`src/rtl/mobo_arbiter_if.sv`:
```
// Bundles both requester ports and the motherboard transaction port of mobo_arbiter.
// Handshake: rN_req is held until the one-cycle rN_ack; rN_err qualifies rN_ack and is 0 otherwise.
interface mobo_arbiter_if #(
  parameter int word_width = 32
);
  logic                  r0_req;
  logic                  r0_we;
  logic [word_width-1:0] r0_addr;
  logic [word_width-1:0] r0_wdata;
  logic [word_width-1:0] r0_rdata;
  logic                  r0_ack;
  logic                  r0_err;

  logic                  r1_req;
  logic                  r1_we;
  logic [word_width-1:0] r1_addr;
  logic [word_width-1:0] r1_wdata;
  logic [word_width-1:0] r1_rdata;
  logic                  r1_ack;
  logic                  r1_err;

  logic [word_width-1:0] mobo_ctrl;
  logic [word_width-1:0] mobo_stat;
  logic [word_width-1:0] mobo_addr;
  logic [word_width-1:0] mobo_wdata;
  logic [word_width-1:0] mobo_rdata;

  logic                  busy;
  logic                  grant;
  logic [1:0]            state_dbg;

  // Arbiter side.
  modport master (
    input  r0_req, r0_we, r0_addr, r0_wdata,
    input  r1_req, r1_we, r1_addr, r1_wdata,
    input  mobo_stat, mobo_rdata,
    output r0_rdata, r0_ack, r0_err,
    output r1_rdata, r1_ack, r1_err,
    output mobo_ctrl, mobo_addr, mobo_wdata,
    output busy, grant, state_dbg
  );

  // Requesters and motherboard side.
  modport slave (
    output r0_req, r0_we, r0_addr, r0_wdata,
    output r1_req, r1_we, r1_addr, r1_wdata,
    output mobo_stat, mobo_rdata,
    input  r0_rdata, r0_ack, r0_err,
    input  r1_rdata, r1_ack, r1_err,
    input  mobo_ctrl, mobo_addr, mobo_wdata,
    input  busy, grant, state_dbg
  );
endinterface

```
`src/rtl/mobo_arbiter.sv`:
```
// Round-robin arbiter sharing the motherboard transaction port between two requesters,
// sequencing IDLE -> command -> DONE -> IDLE and returning a one-cycle ack (or timeout error).
module mobo_arbiter #(
  parameter int word_width = 32,
  parameter int TIMEOUT    = 1024
) (
  input  logic           clk,
  input  logic           rst,
  mobo_arbiter_if.master bus
);
  localparam int TW = $clog2(TIMEOUT);
  localparam logic [TW-1:0] TIMER_LAST = TW'(TIMEOUT - 1);

  localparam logic [word_width-1:0] CTRL_NONE  = word_width'(0);
  localparam logic [word_width-1:0] CTRL_READ  = word_width'(1);
  localparam logic [word_width-1:0] CTRL_WRITE = word_width'(2);
  localparam logic [word_width-1:0] MOBO_IDLE  = word_width'(0);
  localparam logic [word_width-1:0] MOBO_DONE  = word_width'(2);

  typedef enum logic [1:0] {
    S_IDLE      = 2'd0,
    S_WAIT_DONE = 2'd1,
    S_WAIT_IDLE = 2'd2
  } state_t;

  state_t                state_q, state_d;
  logic [word_width-1:0] ctrl_q, ctrl_d;
  logic [word_width-1:0] addr_q, addr_d;
  logic [word_width-1:0] wdata_q, wdata_d;
  logic [word_width-1:0] r0_rdata_q, r0_rdata_d;
  logic [word_width-1:0] r1_rdata_q, r1_rdata_d;
  logic                  r0_ack_q, r0_ack_d;
  logic                  r0_err_q, r0_err_d;
  logic                  r1_ack_q, r1_ack_d;
  logic                  r1_err_q, r1_err_d;
  logic                  busy_q, busy_d;
  logic                  grant_q, grant_d;
  logic [TW-1:0]         timer_q, timer_d;

  logic winner;
  logic any_req;
  logic ack_d;
  logic err_d;

  always_comb begin
    state_d    = state_q;
    ctrl_d     = ctrl_q;
    addr_d     = addr_q;
    wdata_d    = wdata_q;
    r0_rdata_d = r0_rdata_q;
    r1_rdata_d = r1_rdata_q;
    grant_d    = grant_q;
    timer_d    = timer_q;
    ack_d      = 1'b0;
    err_d      = 1'b0;

    any_req = bus.r0_req | bus.r1_req;
    // Only a tie consults the previous owner; a lone requester always wins.
    winner  = (bus.r0_req && bus.r1_req) ? ~grant_q : bus.r1_req;

    case (state_q)
      S_IDLE: begin
        ctrl_d = CTRL_NONE;
        if (any_req && (bus.mobo_stat == MOBO_IDLE)) begin
          grant_d = winner;
          addr_d  = winner ? bus.r1_addr  : bus.r0_addr;
          wdata_d = winner ? bus.r1_wdata : bus.r0_wdata;
          ctrl_d  = (winner ? bus.r1_we : bus.r0_we) ? CTRL_WRITE : CTRL_READ;
          timer_d = '0;
          state_d = S_WAIT_DONE;
        end
      end
      S_WAIT_DONE: begin
        timer_d = timer_q + 1'b1;
        // DONE takes priority over a timeout landing on the same cycle.
        if (bus.mobo_stat == MOBO_DONE) begin
          if (grant_q) r1_rdata_d = bus.mobo_rdata;
          else         r0_rdata_d = bus.mobo_rdata;
          ack_d   = 1'b1;
          ctrl_d  = CTRL_NONE;
          state_d = S_WAIT_IDLE;
        end else if (timer_q == TIMER_LAST) begin
          ack_d   = 1'b1;
          err_d   = 1'b1;
          ctrl_d  = CTRL_NONE;
          state_d = S_WAIT_IDLE;
        end
      end
      S_WAIT_IDLE: begin
        ctrl_d = CTRL_NONE;
        if (bus.mobo_stat == MOBO_IDLE) state_d = S_IDLE;
      end
      default: begin
        ctrl_d  = CTRL_NONE;
        state_d = S_IDLE;
      end
    endcase

    r0_ack_d = ack_d & ~grant_q;
    r0_err_d = err_d & ~grant_q;
    r1_ack_d = ack_d & grant_q;
    r1_err_d = err_d & grant_q;
    busy_d   = (state_d != S_IDLE);
  end

  always_ff @(posedge clk) begin
    if (rst) begin
      state_q    <= S_IDLE;
      ctrl_q     <= CTRL_NONE;
      addr_q     <= '0;
      wdata_q    <= '0;
      r0_rdata_q <= '0;
      r1_rdata_q <= '0;
      r0_ack_q   <= 1'b0;
      r0_err_q   <= 1'b0;
      r1_ack_q   <= 1'b0;
      r1_err_q   <= 1'b0;
      busy_q     <= 1'b0;
      grant_q    <= 1'b1;
      timer_q    <= '0;
    end else begin
      state_q    <= state_d;
      ctrl_q     <= ctrl_d;
      addr_q     <= addr_d;
      wdata_q    <= wdata_d;
      r0_rdata_q <= r0_rdata_d;
      r1_rdata_q <= r1_rdata_d;
      r0_ack_q   <= r0_ack_d;
      r0_err_q   <= r0_err_d;
      r1_ack_q   <= r1_ack_d;
      r1_err_q   <= r1_err_d;
      busy_q     <= busy_d;
      grant_q    <= grant_d;
      timer_q    <= timer_d;
    end
  end

  assign bus.mobo_ctrl  = ctrl_q;
  assign bus.mobo_addr  = addr_q;
  assign bus.mobo_wdata = wdata_q;
  assign bus.r0_rdata   = r0_rdata_q;
  assign bus.r0_ack     = r0_ack_q;
  assign bus.r0_err     = r0_err_q;
  assign bus.r1_rdata   = r1_rdata_q;
  assign bus.r1_ack     = r1_ack_q;
  assign bus.r1_err     = r1_err_q;
  assign bus.busy       = busy_q;
  assign bus.grant      = grant_q;
  assign bus.state_dbg  = state_q;
endmodule

```
`src/flat_wrapper.sv`:
```
// flat-port wrapper written by rule: the top's interface ports become plain ports
module mobo_arbiter_flat 
#(
  parameter int word_width = 32,
  parameter int TIMEOUT    = 1024
)
  (clk, rst, bus_r0_req, bus_r0_we, bus_r0_addr, bus_r0_wdata, bus_r1_req, bus_r1_we, bus_r1_addr, bus_r1_wdata, bus_mobo_stat, bus_mobo_rdata, bus_r0_rdata, bus_r0_ack, bus_r0_err, bus_r1_rdata, bus_r1_ack, bus_r1_err, bus_mobo_ctrl, bus_mobo_addr, bus_mobo_wdata, bus_busy, bus_grant, bus_state_dbg);
  mobo_arbiter_if #(.word_width(word_width)) bus_i ();
  input  logic clk;
  input  logic rst;
  input wire logic [$bits(bus_i.r0_req)-1:0] bus_r0_req;
  input wire logic [$bits(bus_i.r0_we)-1:0] bus_r0_we;
  input wire logic [$bits(bus_i.r0_addr)-1:0] bus_r0_addr;
  input wire logic [$bits(bus_i.r0_wdata)-1:0] bus_r0_wdata;
  input wire logic [$bits(bus_i.r1_req)-1:0] bus_r1_req;
  input wire logic [$bits(bus_i.r1_we)-1:0] bus_r1_we;
  input wire logic [$bits(bus_i.r1_addr)-1:0] bus_r1_addr;
  input wire logic [$bits(bus_i.r1_wdata)-1:0] bus_r1_wdata;
  input wire logic [$bits(bus_i.mobo_stat)-1:0] bus_mobo_stat;
  input wire logic [$bits(bus_i.mobo_rdata)-1:0] bus_mobo_rdata;
  output wire logic [$bits(bus_i.r0_rdata)-1:0] bus_r0_rdata;
  output wire logic [$bits(bus_i.r0_ack)-1:0] bus_r0_ack;
  output wire logic [$bits(bus_i.r0_err)-1:0] bus_r0_err;
  output wire logic [$bits(bus_i.r1_rdata)-1:0] bus_r1_rdata;
  output wire logic [$bits(bus_i.r1_ack)-1:0] bus_r1_ack;
  output wire logic [$bits(bus_i.r1_err)-1:0] bus_r1_err;
  output wire logic [$bits(bus_i.mobo_ctrl)-1:0] bus_mobo_ctrl;
  output wire logic [$bits(bus_i.mobo_addr)-1:0] bus_mobo_addr;
  output wire logic [$bits(bus_i.mobo_wdata)-1:0] bus_mobo_wdata;
  output wire logic [$bits(bus_i.busy)-1:0] bus_busy;
  output wire logic [$bits(bus_i.grant)-1:0] bus_grant;
  output wire logic [$bits(bus_i.state_dbg)-1:0] bus_state_dbg;
  assign bus_i.r0_req = bus_r0_req;
  assign bus_i.r0_we = bus_r0_we;
  assign bus_i.r0_addr = bus_r0_addr;
  assign bus_i.r0_wdata = bus_r0_wdata;
  assign bus_i.r1_req = bus_r1_req;
  assign bus_i.r1_we = bus_r1_we;
  assign bus_i.r1_addr = bus_r1_addr;
  assign bus_i.r1_wdata = bus_r1_wdata;
  assign bus_i.mobo_stat = bus_mobo_stat;
  assign bus_i.mobo_rdata = bus_mobo_rdata;
  assign bus_r0_rdata = bus_i.r0_rdata;
  assign bus_r0_ack = bus_i.r0_ack;
  assign bus_r0_err = bus_i.r0_err;
  assign bus_r1_rdata = bus_i.r1_rdata;
  assign bus_r1_ack = bus_i.r1_ack;
  assign bus_r1_err = bus_i.r1_err;
  assign bus_mobo_ctrl = bus_i.mobo_ctrl;
  assign bus_mobo_addr = bus_i.mobo_addr;
  assign bus_mobo_wdata = bus_i.mobo_wdata;
  assign bus_busy = bus_i.busy;
  assign bus_grant = bus_i.grant;
  assign bus_state_dbg = bus_i.state_dbg;
  mobo_arbiter #(.word_width(word_width), .TIMEOUT(TIMEOUT)) u_core (.clk(clk), .rst(rst), .bus(bus_i));
endmodule
```
`config.mk`:
```
export PLATFORM = sky130hd
export DESIGN_NAME = mobo_arbiter_flat
export DESIGN_NICKNAME = d
export VERILOG_FILES = /design/src/rtl/mobo_arbiter_if.sv /design/src/rtl/mobo_arbiter.sv /design/src/flat_wrapper.sv
export SDC_FILE = /design/constraint.sdc
export NUM_CORES = 1
export LEC_CHECK = 0
export ABC_AREA = 1
export BUFFER_PORTS_ARGS = -buffer_cell sky130_fd_sc_hd__buf_2
export CORE_AREA = 10 10 135 137
export DETAILED_ROUTE_END_ITERATION = 10
export DIE_AREA = 0 0 145 147
export PLACE_DENSITY = 0.79
export SLEW_MARGIN = 20
export SYNTH_ARGS = -nofsm -noshare
export SYNTH_HDL_FRONTEND = slang
export SYNTH_SLANG_ARGS = --single-unit
```
`constraint.sdc`:
```
create_clock -name clk -period 3.5 [get_ports clk]
set_input_delay 0.525 -clock clk [delete_from_list [all_inputs] [get_ports clk]]
set_output_delay 0.525 -clock clk [all_outputs]
set_load 0.005 [all_outputs]
```
==> impl_metrics.json, run 1 <==
{
  "fmax_mhz": 499,
  "synth_cells": 963,
  "post-cts-setup-buffer-count": 0,
  "first_pass_iters": 4,
  "ys_ff_latch": 148,
  "hp-class": "in -> reg",
  "netlist_top_cells_count": "nor2_1 (291), nand2_1 (170), dfxtp_1 (148)",
  "grt_pass1_wl_mm": 35.6,
  "nets": 1470,
  "cts_tree": "yes",
  "synth-seq-area-share_pct": 42.1,
  "grt_max_degree": 75,
  "worstSkewPairLatency_ns": 0.42,
  "worstPathArrival_ns": 2.29,
  "post_cts_resized": 0,
  "io_pins": 366,
  "die_w_um": 145,
  "fill_cells": 1468,
  "fin_crit_sh_pct": 57.3,
  "cts-root-buf": "clkbuf_16",
  "via_per_inst": 4.51,
  "drt_iter0_drc": 318,
  "synth_top_area_share_pct": 42.1,
  "placed_cells": 1468,
  "synth.distinct_cells": 26,
  "holdWs_ns": 0.347,
  "dp.final_hpwl_mm": 17.3,
  "initial_core_util_pct": 45.1,
  "grt_pass1_vias": 6910,
  "rsz0062_at_grt": "false",
  "grt_overflow": 0,
  "relSlewSlack_pct": 47.3,
  "clock_path_buffers": 2,
  "gp_congestion": 0.822,
  "wl_mm": 22.5,
  "yosysMostFrequentCell": "nor2_1",
  "die_h_um": 147,
  "start_kind": "flip-flop",
  "routedWlPerCell_um": 15.0,
  "cpMostUsedCell": "nand2_1",
  "port_buffers": 335,
  "synth_top_area_cell": "dfxtp_1",
  "finalHoldViolations": 0,
  "min_period_ns": 2.00,
  "drive_above_1_share_pct": 34.9,
  "worst_slack_ns": 1.50,
  "placementRows": 46,
  "async_reset_ff_share_pct": 0,
  "drc_errors": 0,
  "synth_flop_cell": "dfxtp_1",
  "htreeDepth": 4,
  "core_region_area_um2": 15600,
  "drv_cap": 0,
  "area_growth_pct": 30.3,
  "cpMaxStageDelayCell": "dfxtp_1",
  "ctsHoldBuffers": 0,
  "worst_path_largest_cell_delay_ns": 0.41,
  "drv_slew": 0,
  "crit_chain": "ha_1, nand2_1, nor2_1, nand3_1, nor2_1, inv_1, nand3_1, nand2_1, nand2_1, nand2_1",
  "finalCoreUtilization_pct": 58.8,
  "worst_pin_slew_ns": 0.790,
  "outcome": "finished, final reports clean",
  "die_area_um2": 21300,
  "synthTopCellsByArea": "dfxtp_1 (42%), nor2_1 (16%), mux2_2 (10%)",
  "cp.required_ns": 3.79,
  "vias": 6773,
  "ir_worst_vdd_v": 0.000301,
  "worst-setup-path-type": "reg -> reg",
  "final_cell_area_um2": 9170,
  "final_cells": 1502,
  "synthesis.area_um2": 7040,
  "antenna_left": 0,
  "finalSetupTns_ns": 0,
  "dpl_worst_slack_ns": 1.19,
  "numCtsBuffers": 17,
  "p_leak_nw": 4.88,
  "crit_fanout": 6,
  "antenna_found_initial": 2,
  "placed_area_um2": 8550,
  "clock_skew_ns": 0.00921,
  "p_total_mw": 3.86,
  "clock-sinks": 148,
  "end_kind": "flip-flop",
  "synth_edf_count": 0,
  "setup_viol": 0,
  "avgSynthCellArea_um2": 7.31,
  "ys_warn_count": 0,
  "power.density_nw_per_um2": 421,
  "grt_util_all_layers_pct": 20.3,
  "clk_pin_slew_ns": 0.07
}
## logic make-up after synthesis
| family | share of synthesized area, % |
|---|---|
| flip-flops | 42.1 |
| multiplexers | 10.2 |
| AND/OR/NAND/NOR | 27.3 |
| buffers and inverters | 13.7 |
| adder cells (fa/ha/maj) | 0.178 |
| AO/OA/AOI/OAI | 6.49 |
| other | 0.0533 |
## flip-flops by register name, indices dropped and copies added, names as in the netlist
register,cells
u_core.bus.busy,1
u_core.bus.grant,1
u_core.bus.mobo_addr,32
u_core.bus.mobo_ctrl,2
u_core.bus.mobo_wdata,32
u_core.bus.r0_ack,1
u_core.bus.r0_err,1
u_core.bus.r0_rdata,32
u_core.bus.r1_ack,1
u_core.bus.r1_err,1
u_core.bus.r1_rdata,32
u_core.bus.state_dbg,2
u_core.timer_q,10
## power breakdown
group          total (mW)  internal (mW)  switching [mW]  leakage, nW
registers            1.68           1.68  0.000000000244         1.19
clock network        1.90           1.15           0.749        0.287
logic               0.273          0.149           0.125         3.40
## per-layer routing
metal	GRT usage (%)	vias to the layer above	routed length (um)
li1	-	3522	-
met1	22.5	2972	8950
met2	34.1	257	10800
met3	9.64	22	2380
met4	5.72	0	370
met5	0	-	0
## worst max-delay path, delay by kind of cell, from the launching register on
kind	cells	cell delay, ns
and+or+nand+nor	8	1.18
DFF	1	0.41
adders and majority gates	1	0.20
buffers and inverters	1	0.10
## layout by cell type, fill, tap and decap left out
cell type	instances
a21oi_1	12
nand3_4	2
mux2_2	64
nor3_1	3
nor2_2	1
o21ai_1	54
clkbuf_8	1
nand3_1	17
inv_6	4
o21ai_0	22
clkinvlp_4	4
diode_2	2
inv_2	1
a31o_2	1
clkbuf_16	17
ha_1	1
nand4_1	2
clkinv_4	2
nor2_4	2
nor2_1	291
clkinv_2	1
buf_12	3
bufinv_16	3
buf_4	4
conb_1	30
buf_2	335
o21bai_1	1
inv_1	85
dfxtp_1	148
clkbuf_1	1
nand2_1	169
nand2_2	3
## cell type report
| class | instances | area (um2) | share of cell area, % |
|---|---|---|---|
| multi-input cells | 675 | 3220 | 35.2 |
| flip-flops and latches | 148 | 2960 | 32.3 |
| repair buffers | 342 | 1770 | 19.3 |
| clock buffers | 19 | 443 | 4.83 |
| inverters | 87 | 328 | 3.57 |
| well taps | 216 | 270 | 2.95 |
| clock inverters | 13 | 173 | 1.88 |
| diodes | 2 | 5.00 | 0.0546 |
## worst paths after layout
| kind | from | endpoint | slack (ns) | cells after the start |
|---|---|---|---|---|
| min | bus_mobo_rdata[29] | u_core.bus.r0_rdata[29] | 0.35 | 3 |
| max reg2reg | u_core.timer_q[0] | u_core.bus.busy | 1.50 | 10 |
| min reg2reg | u_core.bus.mobo_wdata[25] | u_core.bus.mobo_wdata[25] | 0.47 | 2 |
| max | u_core.timer_q[0] | u_core.bus.busy | 1.50 | 10 |
Note: power is estimated with default switching activity, not from simulation.
==> run 2: changes to the inputs <==
Settings changed: CORE_AREA 10 10 135 137 to 10 10 104 199, DIE_AREA 0 0 145 147 to 0 0 114 209, PLACE_DENSITY 0.79 to 0.74.
Clock period 3.5 ns to 1.8 ns, I/O delays scaled along.
==> run 2 against run 1 <==
  * Clock power increased by 100%
  * Power rose by 99%
  * Cell count up 0.13%
  * Sequential share of layout area down 0.52 points
  * Critical endpoint is now u_core.bus.r1_ack
  * Largest cell class unchanged
  * Largest power group unchanged
==> impl_metrics.json, run 2 (synthesis results as in run 1) <==
{
  "outcome": "finished, final reports clean",
  "p_leak_nw": 4.97,
  "wl_mm": 21.5,
  "worstSkewPairLatency_ns": 0.41,
  "rsz0062_at_grt": "false",
  "via_per_inst": 4.59,
  "worst_path_largest_cell_delay_ns": 0.38,
  "drt_iter0_drc": 316,
  "clock-sinks": 148,
  "power.density_nw_per_um2": 823,
  "multi_input_area_um2": 3220,
  "fmax_mhz": 620,
  "placed_area_um2": 8680,
  "routedWlPerCell_um": 14.3,
  "cts_tree": "yes",
  "vias": 6904,
  "setup_viol": 0,
  "die_area_um2": 23800,
  "crit_fanout": 4,
  "cpMaxStageDelayCell": "dfxtp_1",
  "core_region_area_um2": 17600,
  "final_cell_mix": "buf_2 (335), nor2_1 (291), nand2_1 (169), dfxtp_1 (147), inv_1 (85)",
  "fill_cells": 1696,
  "area_growth_pct": 32.4,
  "clk_pin_slew_ns": 0.06,
  "rr_endpoint": "u_core.bus.r1_ack",
  "crit_buf_inv": 1,
  "post-cts-setup-buffer-count": 0,
  "p_total_mw": 7.68,
  "io_pins": 366,
  "drv_cap": 0,
  "grt_pass1_wl_mm": 33.8,
  "cp.required_ns": 2.12,
  "antenna_found_initial": 0,
  "finalHoldViolations": 0,
  "crit_path_start": "u_core.timer_q[1]",
  "gp_congestion": 0.799,
  "finalSetupTns_ns": 0,
  "port_buffers": 335,
  "r2r_setup_slack_ns": 0.19,
  "hp-class": "in -> reg",
  "seq_area_um2": 2960,
  "end_kind": "flip-flop",
  "fin_crit_sh_pct": 89.6,
  "cts-root-buf": "clkbuf_16",
  "grt_util_all_layers_pct": 17.1,
  "cp-endpoint": "u_core.bus.r1_ack",
  "clock_skew_ns": 0.00901,
  "drv_slew": 0,
  "drive_above_1_share_pct": 35.2,
  "nets": 1478,
  "dp.final_hpwl_mm": 16.8,
  "placementRows": 69,
  "htreeDepth": 4,
  "start_kind": "flip-flop",
  "worst-setup-path-type": "reg -> reg",
  "antenna_cells": 0,
  "reg2reg_from": "u_core.timer_q[1]",
  "ir_worst_vdd_v": 0.000586,
  "final_cell_area_um2": 9330,
  "holdWs_ns": 0.0994,
  "min_period_ns": 1.61,
  "path_delay_family": "simple AND/OR/NAND/NOR gates",
  "grt_overflow": 0,
  "first_pass_iters": 6,
  "grt_max_degree": 88,
  "cp.depth": 8,
  "initial_core_util_pct": 40.0,
  "crit_chain": "ha_1, nand2_1, nor2_1, nand3_1, nor2_1, buf_4, o21ai_0, nor3_1",
  "die_h_um": 209,
  "drc_errors": 0,
  "numCtsBuffers": 17,
  "die_w_um": 114,
  "cpMostUsedCell": "nor2_1",
  "clock_path_buffers": 2,
  "final_cells": 1504,
  "placed_cells": 1473,
  "worstPathArrival_ns": 1.94,
  "rr_worst_depth": 8,
  "grt_pass1_vias": 7040,
  "layout_commonest_cell": "buf_2",
  "antenna_left": 0
}
[run 2: cell count changes in the layout (fill, tap and decap cells not counted), sizes merged]
cell / before / now
inv: 90 / 86
clkinv: 3 / 4
clkinvlp: 4 / 1
bufinv: 3 / 5
buf: 342 / 350
diode: 2 / 0
clkbuf: 19 / 22
[run 2: layer usage]
metal	wire [um]	GRT usage, %	vias to the layer above
met5	0	0	-
met3	2520	8.23	17
li1	-	-	3537
met1	8020	17.4	3077
met2	10700	29.5	273
met4	301	6.21	0
[run 2: worst min path at each step]
stage | startpoint | to | slack [ns] | cells after the start
CTS | bus_mobo_rdata[6] | u_core.bus.r0_rdata[6] | 0.07 | 3
floorplan | bus_mobo_rdata[10] | u_core.bus.r0_rdata[10] | 0.40 | 2
global placement | u_core.bus.mobo_wdata[28] | u_core.bus.mobo_wdata[28] | 0.46 | 2
global route | bus_mobo_rdata[12] | u_core.bus.r1_rdata[12] | 0.1 | 3
finish | bus_mobo_rdata[6] | u_core.bus.r0_rdata[6] | 0.1 | 3
detailed placement | u_core.bus.mobo_wdata[5] | u_core.bus.mobo_wdata[5] | 0.46 | 2
[run 2: report_power, final]
part,switching (mW),leakage [nW],internal (mW)
logic,0.239,3.47,0.290
clock network,1.35,0.310,2.53
registers,0.000000000457,1.19,3.28
[run 2: worst register-to-register path, stage by stage, from the launching register on]
cell and delay (ns):
dfxtp_1 0.38, ha_1 0.18, nand2_1 0.09, nor2_1 0.17, nand3_1 0.13, nor2_1 0.17
buf_4 0.14, o21ai_0 0.10, nor3_1 0.16
[run 2: area by class of cell]
class	count	area share, %
clock buffer	22	4.98
clock inverter	9	1.89
inverter	87	3.52
multi-input combinational	675	34.6
sequential	148	31.8
tap	213	2.86
timing repair buffer	350	20.4
[run 2: through the flow]
step | util [%] | setup WS [ns]
6_report | 52.9 | 0.187
4_1_cts | 52.9 | 0.120
3_3_place_gp | 49.3 | 0.0597
5_1_grt | 52.9 | 0.0170
2_1_floorplan | - | 0.257
3_5_place_dp | 49.3 | 0.0566
[run 2: repair_timing]
item / 4_1_cts / 5_1_grt
setup endpoints to repair: 0 / 4
hold buffers: 0 / 0
resized for setup: 0 / 1
==> run 3: changes to the inputs <==
Settings changed: BUFFER_PORTS_ARGS -buffer_cell sky130_fd_sc_hd__buf_2 to unset, CORE_AREA 10 10 104 199 to 10 10 133 135, DIE_AREA 0 0 114 209 to 0 0 143 145, DONT_BUFFER_PORTS set to 1, PLACE_DENSITY 0.74 to 0.63, RECOVER_POWER set to 25.
==> run 3 against run 2 <==
  * Power is 6.6% lower
  * Die area is 13% lower
  * Worst hold slack worse by 0.080 ns
  * Register-to-register slack hardly changed
  * Critical path type unchanged
  * Highest routed layer is now met5
==> impl_metrics.json, run 3 (synthesis results as in run 1) <==
{
  "outcome": "finished, final reports clean",
  "final_cells": 1180,
  "post_cts_resized": 0,
  "cp.required_ns": 2.11,
  "hp-class": "in -> reg",
  "worst-setup-path-type": "reg -> reg",
  "min_period_ns": 1.60,
  "grt_pass1_vias": 5291,
  "antenna_left": 0,
  "area_growth_pct": 11.8,
  "core_region_area_um2": 15000,
  "hold_end": "u_core.bus.r0_rdata[13]",
  "port_buffers": 0,
  "htreeDepth": 4,
  "power.density_nw_per_um2": 911,
  "nets": 1176,
  "grt_max_degree": 78,
  "first_pass_iters": 4,
  "initial_core_util_pct": 46.8,
  "reg2reg_from": "u_core.bus.grant",
  "crit_chain": "nand2_1, nand2_2, buf_12, mux2_2, o21ai_0, nor2_1",
  "grt_overflow": 0,
  "io_pins": 366,
  "finalHoldViolations": 0,
  "die_w_um": 143,
  "grt_util_all_layers_pct": 18.7,
  "clock_path_buffers": 2,
  "worst_path_largest_cell_delay_ns": 0.36,
  "clock-sinks": 148,
  "final_cell_mix": "nor2_1 (291), nand2_1 (169), dfxtp_1 (148), inv_1 (85), mux2_2 (64)",
  "fmax_mhz": 625,
  "die_area_um2": 20700,
  "gp_congestion": 0.830,
  "post-cts-setup-buffer-count": 0,
  "whs_path_depth": 2,
  "hold_path.startpoint": "bus_mobo_rdata[13]",
  "fin_crit_sh_pct": 88.9,
  "r2r_setup_slack_ns": 0.20,
  "vias": 5597,
  "start_kind": "flip-flop",
  "antenna_found_initial": 6,
  "clk_pin_slew_ns": 0.07,
  "cts_tree": "yes",
  "rr_endpoint": "u_core.bus.mobo_wdata[31]",
  "worstPathArrival_ns": 1.91,
  "path_delay_family": "multiplexers",
  "layout_commonest_cell": "nor2_1",
  "rr_worst_depth": 6,
  "finalSetupTns_ns": 0,
  "rsz0062_at_grt": "false",
  "die_h_um": 145,
  "crit_buf_inv": 1,
  "placementRows": 45,
  "drt_iter0_drc": 275,
  "wl_mm": 20.6,
  "worst_slack_ns": 0.199,
  "cpMaxStageDelayCell": "mux2_2",
  "clock_skew_ns": 0.00893,
  "crit_fanout": 46,
  "drc_errors": 0,
  "end_kind": "flip-flop",
  "p_leak_nw": 3.52,
  "cp.depth": 6,
  "setup_viol": 0,
  "drive_above_1_share_pct": 12.3,
  "cts-root-buf": "clkbuf_16",
  "dpl_worst_slack_ns": 0.223,
  "drv_cap": 0,
  "routedWlPerCell_um": 17.4,
  "final_cell_area_um2": 7870,
  "grt_pass1_wl_mm": 30.8,
  "via_per_inst": 4.74,
  "worstSkewPairLatency_ns": 0.42,
  "ir_worst_vdd_v": 0.000594,
  "finalCoreUtilization_pct": 52.4,
  "placed_area_um2": 6950,
  "placed_cells": 1113,
  "dp.final_hpwl_mm": 15.4,
  "drv_slew": 0,
  "numCtsBuffers": 17
}
-- run 3: layer usage --
layer / wire (um) / global-route usage (%)
met3: 2570 / 10.2
met2: 9820 / 30.3
met5: 13 / 0
met4: 342 / 6.30
met1: 7830 / 20.3
-- run 3: layout make-up --
cell class	instances	area [um2]
diodes	2	5.00
multi-input cells	675	3220
repair buffers	48	531
well taps	188	235
clock buffers	17	425
clock inverters	15	161
inverters	87	328
fillers	1451	7160
flip-flops and latches	148	2960
-- run 3: worst max path at each step --
| stage | start | to | slack, ns |
|---|---|---|---|
| final | u_core.bus.grant | u_core.bus.mobo_wdata[31] | 0.20 |
| after global routing | u_core.bus.grant | u_core.bus.mobo_wdata[23] | 0.09 |
| after CTS | u_core.bus.grant | u_core.bus.mobo_wdata[23] | 0.22 |
| after detailed placement | u_core.bus.grant | u_core.bus.mobo_wdata[23] | 0.22 |
| after global placement | u_core.bus.grant | u_core.bus.mobo_wdata[31] | 0.23 |
| after floorplan | u_core.timer_q[0] | u_core.bus.busy | 0.26 |
-- run 3: power by group --
part	leakage (nW)	switching, mW	internal [mW]
Combinational	2.06	0.181	0.195
Sequential	1.19	0.000000000870	3.27
Clock	0.278	1.56	1.96
Total	3.52	1.74	5.43
-- run 3: per-stage QoR --
stage               power [mW]  hold slack [ns]
floorplan                 3.66            0.405
global placement          3.64            0.342
detailed placement        3.64            0.345
CTS                       7.25          0.00940
global route              7.46          0.00325
finish                    7.17           0.0195
-- run 3: timing repair --
action / in CTS / in global routing
setup endpoints to repair: 0 / 0
hold buffers: 33 / 0
hold endpoints to repair: 71 / 0
